## config.mk

```make
export PLATFORM = sky130hd
export DESIGN_NAME = cdc_hs_src_ctrl
export DESIGN_NICKNAME = d
export VERILOG_FILES = /design/src/rtl/cdc_ctrl_pkg.sv /design/src/rtl/sync_2dff.sv /design/src/rtl/cdc_hs_src_ctrl.sv
export SDC_FILE = /design/constraint.sdc
export NUM_CORES = 1
export LEC_CHECK = 0
export CAP_MARGIN = 20
export CORE_ASPECT_RATIO = 1.75
export CORE_MARGIN = 2
export CORE_UTILIZATION = 50
export CTS_BUF_LIST = sky130_fd_sc_hd__clkbuf_4
export DETAILED_ROUTE_END_ITERATION = 10
export DONT_BUFFER_PORTS = 1
export PLACE_DENSITY = 0.64
export SLEW_MARGIN = 30
export SYNTH_ARGS = -nofsm -noshare
export SYNTH_HDL_FRONTEND = slang
export SYNTH_HIERARCHICAL = 1
export SYNTH_SLANG_ARGS = --single-unit
```

## constraint.sdc

```tcl
create_clock -name clk_i -period 5.1 [get_ports clk_i]
set_input_delay 0.765 -clock clk_i [delete_from_list [all_inputs] [get_ports clk_i]]
set_output_delay 0.765 -clock clk_i [all_outputs]
set_load 0.005 [all_outputs]
```

## src/rtl/cdc_ctrl_pkg.sv

```systemverilog
// Shared types and constants for the source-side req/ack CDC handshake controller.
// The helper sizes the timeout counter so a zero timeout still leaves a legal 1-bit register.
package cdc_ctrl_pkg;

    typedef enum logic [1:0] {IDLE, REQ, RELEASE, ABORT} hs_state_e;

    localparam int unsigned CDC_SYNC_LAT = 2;

    function automatic int unsigned tcnt_width(input int unsigned cyc);
        return (cyc == 0) ? 1 : $clog2(cyc + 1);
    endfunction

endpackage

```

## src/rtl/sync_2dff.sv

```systemverilog
// Flop synchroniser for a single level signal, CDC_SYNC_LAT stages deep.
// With SYNTHESIS=0 an LFSR randomly adds one cycle per transition to mimic metastability jitter.
module sync_2dff
    import cdc_ctrl_pkg::*;
#(
    parameter int   SYNTHESIS = 1,
    parameter logic RESET_VAL = 1'b0
) (
    input  logic clk_i,
    input  logic rstn_i,
    input  logic d_i,
    output logic q_o
);

    logic [CDC_SYNC_LAT-1:0] stages;
    logic                    sync_out;

    always_ff @(posedge clk_i or negedge rstn_i) begin
        if (!rstn_i) begin
            stages <= {CDC_SYNC_LAT{RESET_VAL}};
        end else begin
            stages <= {stages[CDC_SYNC_LAT-2:0], d_i};
        end
    end

    assign sync_out = stages[CDC_SYNC_LAT-1];

    generate
        if (SYNTHESIS != 0) begin : g_plain
            assign q_o = sync_out;
        end else begin : g_dynamic
            logic       late;
            logic       skip;
            logic [7:0] lfsr;

            // The extra-delay choice is frozen while a transition is in flight, so q_o stays monotonic.
            always_ff @(posedge clk_i or negedge rstn_i) begin
                if (!rstn_i) begin
                    late <= RESET_VAL;
                    skip <= 1'b0;
                    lfsr <= 8'hA5;
                end else begin
                    late <= sync_out;
                    lfsr <= {lfsr[6:0], lfsr[7] ^ lfsr[5] ^ lfsr[4] ^ lfsr[3]};
                    if (late == sync_out) begin
                        skip <= lfsr[0];
                    end
                end
            end

            assign q_o = skip ? sync_out : late;
        end
    endgenerate

endmodule

```

## src/rtl/cdc_hs_src_ctrl.sv

```systemverilog
// Source-side controller for a 4-phase req/ack handshake: holds one accepted word on data_o,
// raises req_o, and waits for the resynchronised ack to rise and fall, with timeout and transfer count.
module cdc_hs_src_ctrl
    import cdc_ctrl_pkg::*;
#(
    parameter int unsigned DATA_W      = 8,
    parameter int unsigned CNT_W       = 16,
    parameter int unsigned TIMEOUT_CYC = 256,
    parameter int          SYNTHESIS   = 1
) (
    input  logic              clk_i,
    input  logic              rst_i,
    input  logic              valid_i,
    output logic              ready_o,
    input  logic [DATA_W-1:0] data_i,
    output logic [DATA_W-1:0] data_o,
    output logic              req_o,
    input  logic              ack_i,
    output logic              done_o,
    output logic              timeout_o,
    output logic              err_o,
    input  logic              err_clr_i,
    output logic [CNT_W-1:0]  xfer_cnt_o
);

    localparam int unsigned       TCNT_W    = tcnt_width(TIMEOUT_CYC);
    localparam logic [TCNT_W-1:0] TCNT_LAST = TCNT_W'(TIMEOUT_CYC - 1);
    localparam logic [TCNT_W-1:0] TCNT_MAX  = '1;

    hs_state_e         state;
    logic [TCNT_W-1:0] tcnt;
    logic              ack_s;
    logic              accept;
    logic              expired;
    logic              abort_now;
    logic              complete;

    // Synchroniser resets to "ack busy" so a stale ack after reset blocks new requests until it is seen low.
    sync_2dff #(
        .SYNTHESIS (SYNTHESIS),
        .RESET_VAL (1'b1)
    ) u_ack_sync (
        .clk_i  (clk_i),
        .rstn_i (~rst_i),
        .d_i    (ack_i),
        .q_o    (ack_s)
    );

    assign ready_o   = (state == IDLE) && !ack_s;
    assign accept    = valid_i && ready_o;
    assign expired   = (TIMEOUT_CYC != 0) && (tcnt == TCNT_LAST);
    assign abort_now = expired && (((state == REQ) && !ack_s) || ((state == RELEASE) && ack_s));
    assign complete  = (state == RELEASE) && !ack_s;

    always_ff @(posedge clk_i or posedge rst_i) begin
        if (rst_i) begin
            state     <= IDLE;
            req_o     <= 1'b0;
            done_o    <= 1'b0;
            timeout_o <= 1'b0;
            tcnt      <= '0;
        end else begin
            done_o    <= 1'b0;
            timeout_o <= 1'b0;
            case (state)
                IDLE: begin
                    if (accept) begin
                        req_o <= 1'b1;
                        tcnt  <= '0;
                        state <= REQ;
                    end
                end
                REQ: begin
                    if (ack_s) begin
                        req_o <= 1'b0;
                        tcnt  <= '0;
                        state <= RELEASE;
                    end else if (abort_now) begin
                        req_o     <= 1'b0;
                        timeout_o <= 1'b1;
                        state     <= ABORT;
                    end else if (tcnt != TCNT_MAX) begin
                        tcnt <= tcnt + 1'b1;
                    end
                end
                RELEASE: begin
                    if (!ack_s) begin
                        done_o <= 1'b1;
                        state  <= IDLE;
                    end else if (abort_now) begin
                        timeout_o <= 1'b1;
                        state     <= ABORT;
                    end else if (tcnt != TCNT_MAX) begin
                        tcnt <= tcnt + 1'b1;
                    end
                end
                ABORT: begin
                    if (!ack_s) begin
                        state <= IDLE;
                    end
                end
                default: state <= IDLE;
            endcase
        end
    end

    // A timeout in the same cycle as err_clr_i leaves the error set.
    always_ff @(posedge clk_i or posedge rst_i) begin
        if (rst_i) begin
            data_o <= '0;
            err_o  <= 1'b0;
        end else begin
            if (accept) begin
                data_o <= data_i;
            end
            if (abort_now) begin
                err_o <= 1'b1;
            end else if (err_clr_i) begin
                err_o <= 1'b0;
            end
        end
    end

    always_ff @(posedge clk_i or posedge rst_i) begin
        if (rst_i) begin
            xfer_cnt_o <= '0;
        end else if (complete) begin
            xfer_cnt_o <= xfer_cnt_o + 1'b1;
        end
    end

endmodule
```

==> metrics.md, run 1 <==
| Metric | Value |
|---|---|
| Status | finished clean |
| Post-CTS setup buffer count | 0 |
| Routed Antenna Nets | 0 |
| R2r worst-path depth | 6 |
| Register bit total from synthesis | 41 |
| NetSw | 0.3000 mW |
| Synth Flop Type | dfrtp_1 |
| WP data arrival | 1.43 ns |
| First-pass GRT wire length | 6451 um |
| Clock share of power | 23.4% |
| Via-to-Cell Ratio | 5.961 |
| H-tree Lvls | 2 |
| R2R Setup Slk | 2.96 ns |
| Final-stage net count | 202 |
| Top Family by Delay on Critical Path | flip-flops |
| Synthesized netlist net count | 199 |
| Post-synth EDFFs | 0 |
| Layout area overhead | 6.063% |
| Vias post-DR | 1,371 |
| Fin. max-slew vios | 0 |
| Total I/O pin count | 42 |
| Synth Instances | 178 |
| Drt wl/cell | 16.39 um |
| Die height | 87.71 um |
| RSZ-0062 raised after global routing | false |
| CP Capture Type | primary output |
| Reg area | 1028 um2 |
| Synth warn | 6 |
| Gate power share | 26.0% |
| Layout cells sized above 1 | 15.38% |
| R2R Path Start | state[0] |
| Pint | 0.5863 mW |
| Buf+Inv Stages, Crit Path | 2 |
| Final total negative setup slack | 0 ns |
| Sequential share of the synthesized area | 51.37% |
| Synth unique cells | 44 |
| Fillers | 333 |
| Skew-Pair Late Insertion Delay | 0.36 ns |
| Hold WC Path Type | in2async |
| End of the worst register-to-register path | tcnt[4] |
| Critical Path RT | 4.34 ns |
| Met1 Track Usage GR | 19.29% |
| Power per cell area | 417.4 nW/um2 |
| CTS resizes | 0 |
| Clock buffer depth | 2 |
| Avg Cell Area, Syn | 11.25 um2 |
| Routability Congestion | 0.8774 |
| Sequential fraction of design power | 50.6% |
| DP HPWL | 2872 um |
| GRT Total Usage | 18.71% |
| Initial antenna violation count | 0 |
| Clock slew at the register clock pins of the worst setup and hold paths | 0.11 ns |
| CTS tree | done |
| CP most frequent cell | inv_1 |
| Total CTS buffers | 5 |
| Slowest stage delay, CP | 0.44 ns |
| Crit Path Class | reg2out |
| Leak pwr | 0.9291 nW |
| Layer with the highest usage | met2 |
| Critical path cell sequence | inv_1 > ha_1 > inv_1 > nor2_1 |
| GRT met3 Usage | 4.608% |
| Worst Clk Skew | 0.02166 ns |
| Routed WL | 3770 um |
| Detailed Routing Iterations Pass 1 | 4 |
| Switch share | 33.85% |
| Die area | 4546 um2 |
| Peak supply drop | 0.0001946 V |
| DRC violations left | 0 |
| Core ar. | 3866 um2 |
| Final total power | 0.8863 mW |
| CTS Root Cell | clkbuf_4 |
| Critical path fanouts, max | 7 |
| Max Cap Viol | 0 |
| Multi-input logic area | 918.4 um2 |
| Number of clock sinks | 41 |
| Startpoint Class | flip-flop |
| Core Rows | 30 |
| Hold bufs inserted after CTS | 0 |
| Initial core utilization | 51.78% |
| Starting DRC count in detailed routing | 35 |
| Rel. slew slack | 55.10% |
| Commonest cells after routing, fill and taps aside | dfrtp_1 (39), nand3_1 (13), mux2_2 (10), xnor2_1 (10), nand2_1 (9) |
| Port Buffers | 0 |
| Largest net degree at the start of global routing | 28 |
| Fin area | 2123 um2 |
| Antenna diodes | 0 |
| Die extent in x | 51.83 um |
| Most common cell after layout, fill and taps aside | dfrtp_1 |
| Final Cycle Share | 43.08% |
| Number of global-route vias before repair | 1,509 |
| Mapped Area | 2002 um2 |
| M2 GR Usage | 34.06% |
| Placement Cell Area | 2039 um2 |
| Max Clk Rate | 455.1 MHz |
| Final-report hold violation count | 0 |
| Gr ovfl total | 0 |
| Share of synthesized registers carrying an async set or reset | 100.0% |
| Final setup fails | 0 |
| Slew of the pin with the lowest slew margin | 0.6723 ns |
| Slowest-stage cell, CP | dfrtp_1 |
| Crit path time final | 2.197 ns |
[per-layer routing]
layer / up-vias / wire [um]
met4: 0 / 74
met3: 7 / 139
li1: 651 / -
met1: 682 / 1368
met2: 31 / 2188
met5: - / 0
[registers in the layout (all words and copies together), names as in the netlist]
name and cells:
xfer_cnt_o 16, u_ack_sync/stages 2, done_o 1, tcnt 9, timeout_o 1, state 2
data_o 8, req_o 1, err_o 1
[cell usage after synthesis (all sizes together) (2+ instances only)]
library cell / count / share of area [%]
a211oi: 4 / 1.5
a21oi: 8 / 2.2
and3: 4 / 1.2
and4: 2 / 0.88
buf: 4 / 1.3
dfrtp: 39 / 49
dfstp: 2 / 2.6
ha: 8 / 5.0
inv: 8 / 1.5
mux2: 10 / 5.6
nand2: 9 / 1.7
nand3: 13 / 3.2
nand4: 6 / 1.9
nor2: 7 / 1.3
nor2b: 3 / 1.3
nor4: 3 / 0.94
o21ai: 6 / 1.5
o22a: 2 / 0.88
o31ai: 3 / 1.1
or4: 4 / 1.7
xnor2: 10 / 4.4
xor2: 5 / 2.2
[power groups by stage]
stage          logic (mW)  registers, mW  clock network (mW)
5_1_grt             0.266          0.459               0.227
3_3_place_gp        0.222          0.453                   0
4_1_cts             0.233          0.450               0.215
6_report            0.230          0.448               0.208
3_5_place_dp        0.233          0.456                   0
2_1_floorplan       0.192          0.438                   0
[worst max path at each step]
stage	startpoint	end	slack, ns	depth (start not counted)
3_5_place_dp	state[0]	tcnt[4]	2.75	6
4_1_cts	state[0]	tcnt[4]	2.73	6
3_3_place_gp	state[0]	tcnt[3]	2.93	6
6_report	state[0]	ready_o	2.90	4
2_1_floorplan	state[0]	tcnt[8]	3.09	7
5_1_grt	state[0]	ready_o	2.73	4
[metrics by stage]
stage,worst slack [ns],instances,util (%),hold WS (ns)
final,2.903,230,54.92,0.3216
after global routing,2.734,230,54.92,0.3436
after global placement,2.929,222,52.75,0.3463
after floorplan,3.086,178,-,0.3452
after detailed placement,2.755,222,52.75,0.3560
after CTS,2.733,230,54.79,0.3373
[kinds of logic (layout without fill, tap and decap cells)]
kind of cell / count (synthesis) / after routing / share of synthesized area [%]
buf+inv: 13 / 17 / 3.000
compound gates: 30 / 30 / 10.50
mux: 11 / 11 / 6.125
xor+xnor: 15 / 15 / 6.562
flops: 41 / 41 / 51.38
simple gates: 60 / 60 / 17.44
fa+ha+maj: 8 / 8 / 5.000
[cell type report]
type	instances	area share, %
Tap cell	48	2.829
Clock buffer	5	1.768
Timing Repair Buffer	1	0.3536
Clock inverter	3	1.945
Sequential cell	41	48.44
Multi-Input combinational cell	124	43.25
Inverter	8	1.414
[worst register-to-register path, delay by kind of cell (launching register included)]
| kind | cells | cell delay (ns) |
|---|---|---|
| buf+inv | 1 | 0.11 |
| simple gates | 2 | 0.72 |
| compound gates | 2 | 0.55 |
| flops | 1 | 0.43 |
| fa+ha+maj | 1 | 0.27 |
Power figures use the tool's default switching activity.
==> inputs of run 2 (changes only) <==
Clock period 5.1 ns to 2.1 ns, I/O delays scaled along.
==> run 2 against run 1 <==
Against the previous run:
- routed wire length up 8.6%
- clock skew decreased by 0.013 ns
- sequential power increased by 140%
- via count is 4.9% higher
- die area unchanged
- clock-buffer cell count unchanged
- sequential share of layout area fell by 2.2 points
- core utilization increased by 2.6 points
- total power rose to 2.5 times the previous value
- critical path type is now reg2reg
- largest cell class unchanged
- highest routed layer unchanged
==> metrics.md, run 2 (same netlist as run 1, synthesis figures left out) <==
| Metric | Value |
|---|---|
| Status | finished clean |
| GRT Total Usage | 20.01% (+1.3 points) |
| Critical Path RT | 2.37 ns (-1.97 ns) |
| Number of global-route vias before repair | 1,511 (+0.13%) |
| Switch share | 33.01% (-0.84 points) |
| Final setup fails | 0 (unchanged) |
| Total CTS buffers | 5 (unchanged) |
| H-tree Lvls | 2 (unchanged) |
| Routed WL | 4093 um (+8.6%) |
| Final total negative setup slack | 0 ns (unchanged) |
| Crit path time final | 1.974 ns |
| Most common cell after layout, fill and taps aside | dfrtp_1 |
| Fillers | 340 (+2.1%) |
| Power per cell area | 1008 nW/um2 (+140%) |
| Fin worst setup slack | 0.1264 ns (-2.776 ns) |
| Max Cap Viol | 0 (unchanged) |
| Top flop regs | xfer_cnt_o (16), tcnt (9), data_o (8) |
| Clock share of power | 21.3% (-2.1 points) |
| Layout area overhead | 11.06% |
| WP data arrival | 2.24 ns (+0.81 ns) |
| Initial core utilization | 51.78% (unchanged) |
| CTS Root Cell | clkbuf_4 |
| NetSw | 0.7397 mW (+150%) |
| Skew-Pair Late Insertion Delay | 0.33 ns (-0.03 ns) |
| Final-report hold violation count | 0 (unchanged) |
| DRC violations left | 0 (unchanged) |
| Rel. slew slack | 75.72% (+21 points) |
| CP Capture Type | flip-flop |
| DP HPWL | 3086 um (+7.5%) |
| Buf+Inv Stages, Crit Path | 1 (-1) |
| Gr ovfl total | 0 (unchanged) |
| Critical path cell sequence | inv_1 > ha_2 > nor2b_4 > a211o_4 > or4_4 > a21oi_2 |
| Pint | 1.501 mW (+160%) |
| Via-to-Cell Ratio | 5.942 (-0.31%) |
| Max reg flops | 16 (unchanged) |
| Layout cells sized above 1 | 21.13% (+5.7 points) |
| Slowest stage delay, CP | 0.55 ns (+0.11 ns) |
| Die area | 4546 um2 (unchanged) |
| Routability Congestion | 0.7362 (-16%) |
| Drt wl/cell | 16.91 um (+3.2%) |
| Antenna diodes | 0 (unchanged) |
| Die height | 87.71 um (unchanged) |
| Port Buffers | 0 (unchanged) |
| Critical path fanouts, max | 16 (+9) |
| Leak pwr | 0.9903 nW (+6.6%) |
| Pre-CTS WS | 0.08647 ns (-2.668 ns) |
| Initial antenna violation count | 0 (unchanged) |
| Crit Path Class | reg2reg |
| Starting DRC count in detailed routing | 18 (-49%) |
| Clock slew at the register clock pins of the worst setup and hold paths | 0.11 ns (about the same) |
| Fin. max-slew vios | 0 (unchanged) |
| Slowest-stage cell, CP | or4_4 |
| Number of clock sinks | 41 (unchanged) |
| Die extent in x | 51.83 um (unchanged) |
| Vias post-DR | 1,438 (+4.9%) |
| First-pass GRT wire length | 6810 um (+5.6%) |
| Gate power share | 30.5% (+4.5 points) |
| CTS tree | done |
| Core Rows | 30 (unchanged) |
| Top Family by Delay on Critical Path | simple AND/OR/NAND/NOR gates |
| Largest reg by FF count | xfer_cnt_o |
| Sequential fraction of design power | 48.2% (-2.4 points) |
| Largest net degree at the start of global routing | 28 (unchanged) |
| Worst Clk Skew | 0.008851 ns (-0.01281 ns) |
| Multi-input logic area | 922.1 um2 (+0.41%) |
| Final Cycle Share | 93.98% |
| Hold WC Path Type | in2reg |
| Commonest cells after routing, fill and taps aside | dfrtp_1 (39), nand3_1 (13), buf_4 (12) |
| RSZ-0062 raised after global routing | false |
| Routed Antenna Nets | 0 (unchanged) |
| Max Clk Rate | 506.7 MHz |
| Final-stage net count | 215 (+6.4%) |
| Detailed Routing Iterations Pass 1 | 4 (unchanged) |
| Reg area | 1028 um2 (unchanged) |
| Startpoint Class | flip-flop |
| Total I/O pin count | 42 (unchanged) |
| Peak supply drop | 0.0007936 V (+310%) |
| Slew of the pin with the lowest slew margin | 0.3604 ns (-0.3119 ns) |
| Core ar. | 3866 um2 (unchanged) |
| Clock buffer depth | 2 (unchanged) |
-- run 2: changes by cell type in the layout (fill, tap and decap cells not counted), sizes merged --
cell         before  now
clkinvlp          1    0
buf               1   12
dlygate4sd3       0    2
-- run 2: area by class of cell --
type                    count  area share [%]
flip-flops and latches     41           46.26
clock inverters             2           1.576
repair buffers             14           4.952
inverters                   8           1.351
multi-input cells         124           41.47
clock buffers               5           1.688
well taps                  48           2.701
-- run 2: stage by stage --
step / instance area [um2] / power (mW) / hold slack, ns / utilization [%] / cells
after floorplan: 2002 / 1.531 / 0.3195 / - / 178
after global placement: 2107 / 1.704 / 0.2338 / 54.50 / 231
after detailed placement: 2107 / 1.753 / 0.2413 / 54.50 / 231
after CTS: 2200 / 2.247 / 0.05904 / 56.89 / 240
after global routing: 2223 / 2.404 / 0.04869 / 57.51 / 242
final: 2223 / 2.241 / 0.07891 / 57.51 / 242
-- run 2: final timing paths --
check                                      from              endpoint  slack [ns]  cells after the start
max in group asynchronous                 rst_i               tcnt[7]        1.35                      3
hold / removal                        err_clr_i                 err_o        0.08                      1
setup / recovery                       state[0]               tcnt[8]        0.13                      6
hold reg to reg            u_ack_sync/stages[0]  u_ack_sync/stages[1]        0.37                      0
setup reg to reg                       state[0]               tcnt[8]        0.13                      6
min in group asynchronous                 rst_i             data_o[1]        0.44                      3
-- run 2: per-layer routing --
metal | share of wire, % | wire length, um | vias to the layer above | track usage [%]
met3 | 4.2 | 172 | 6 | 4.608
met2 | 57 | 2348 | 40 | 35.67
met5 | 0 | 0 | - | 0
li1 | - | - | 673 | -
met1 | 37 | 1514 | 719 | 21.74
met4 | 1.4 | 58 | 0 | 9.330
-- run 2: power by group through the flow --
stage,logic [mW],registers [mW],clock network [mW]
3_5_place_dp,0.653,1.10,0
3_3_place_gp,0.611,1.09,0
4_1_cts,0.660,1.08,0.503
5_1_grt,0.769,1.10,0.532
6_report,0.683,1.08,0.477
2_1_floorplan,0.467,1.06,0
-- run 2: repair_timing --
item                       in CTS  in global routing
hold buffers                    2                  0
setup buffers                   0                  2
hold endpoints to repair       40                  0
setup endpoints to repair       0                  4
gates resized for setup         0                  3
==> inputs of run 3 (changes only) <==
Settings changed: TNS_END_PERCENT from default to 1.
==> results of run 3 <==
No change in the layout: final DEF, timing and power equal those of run 2.
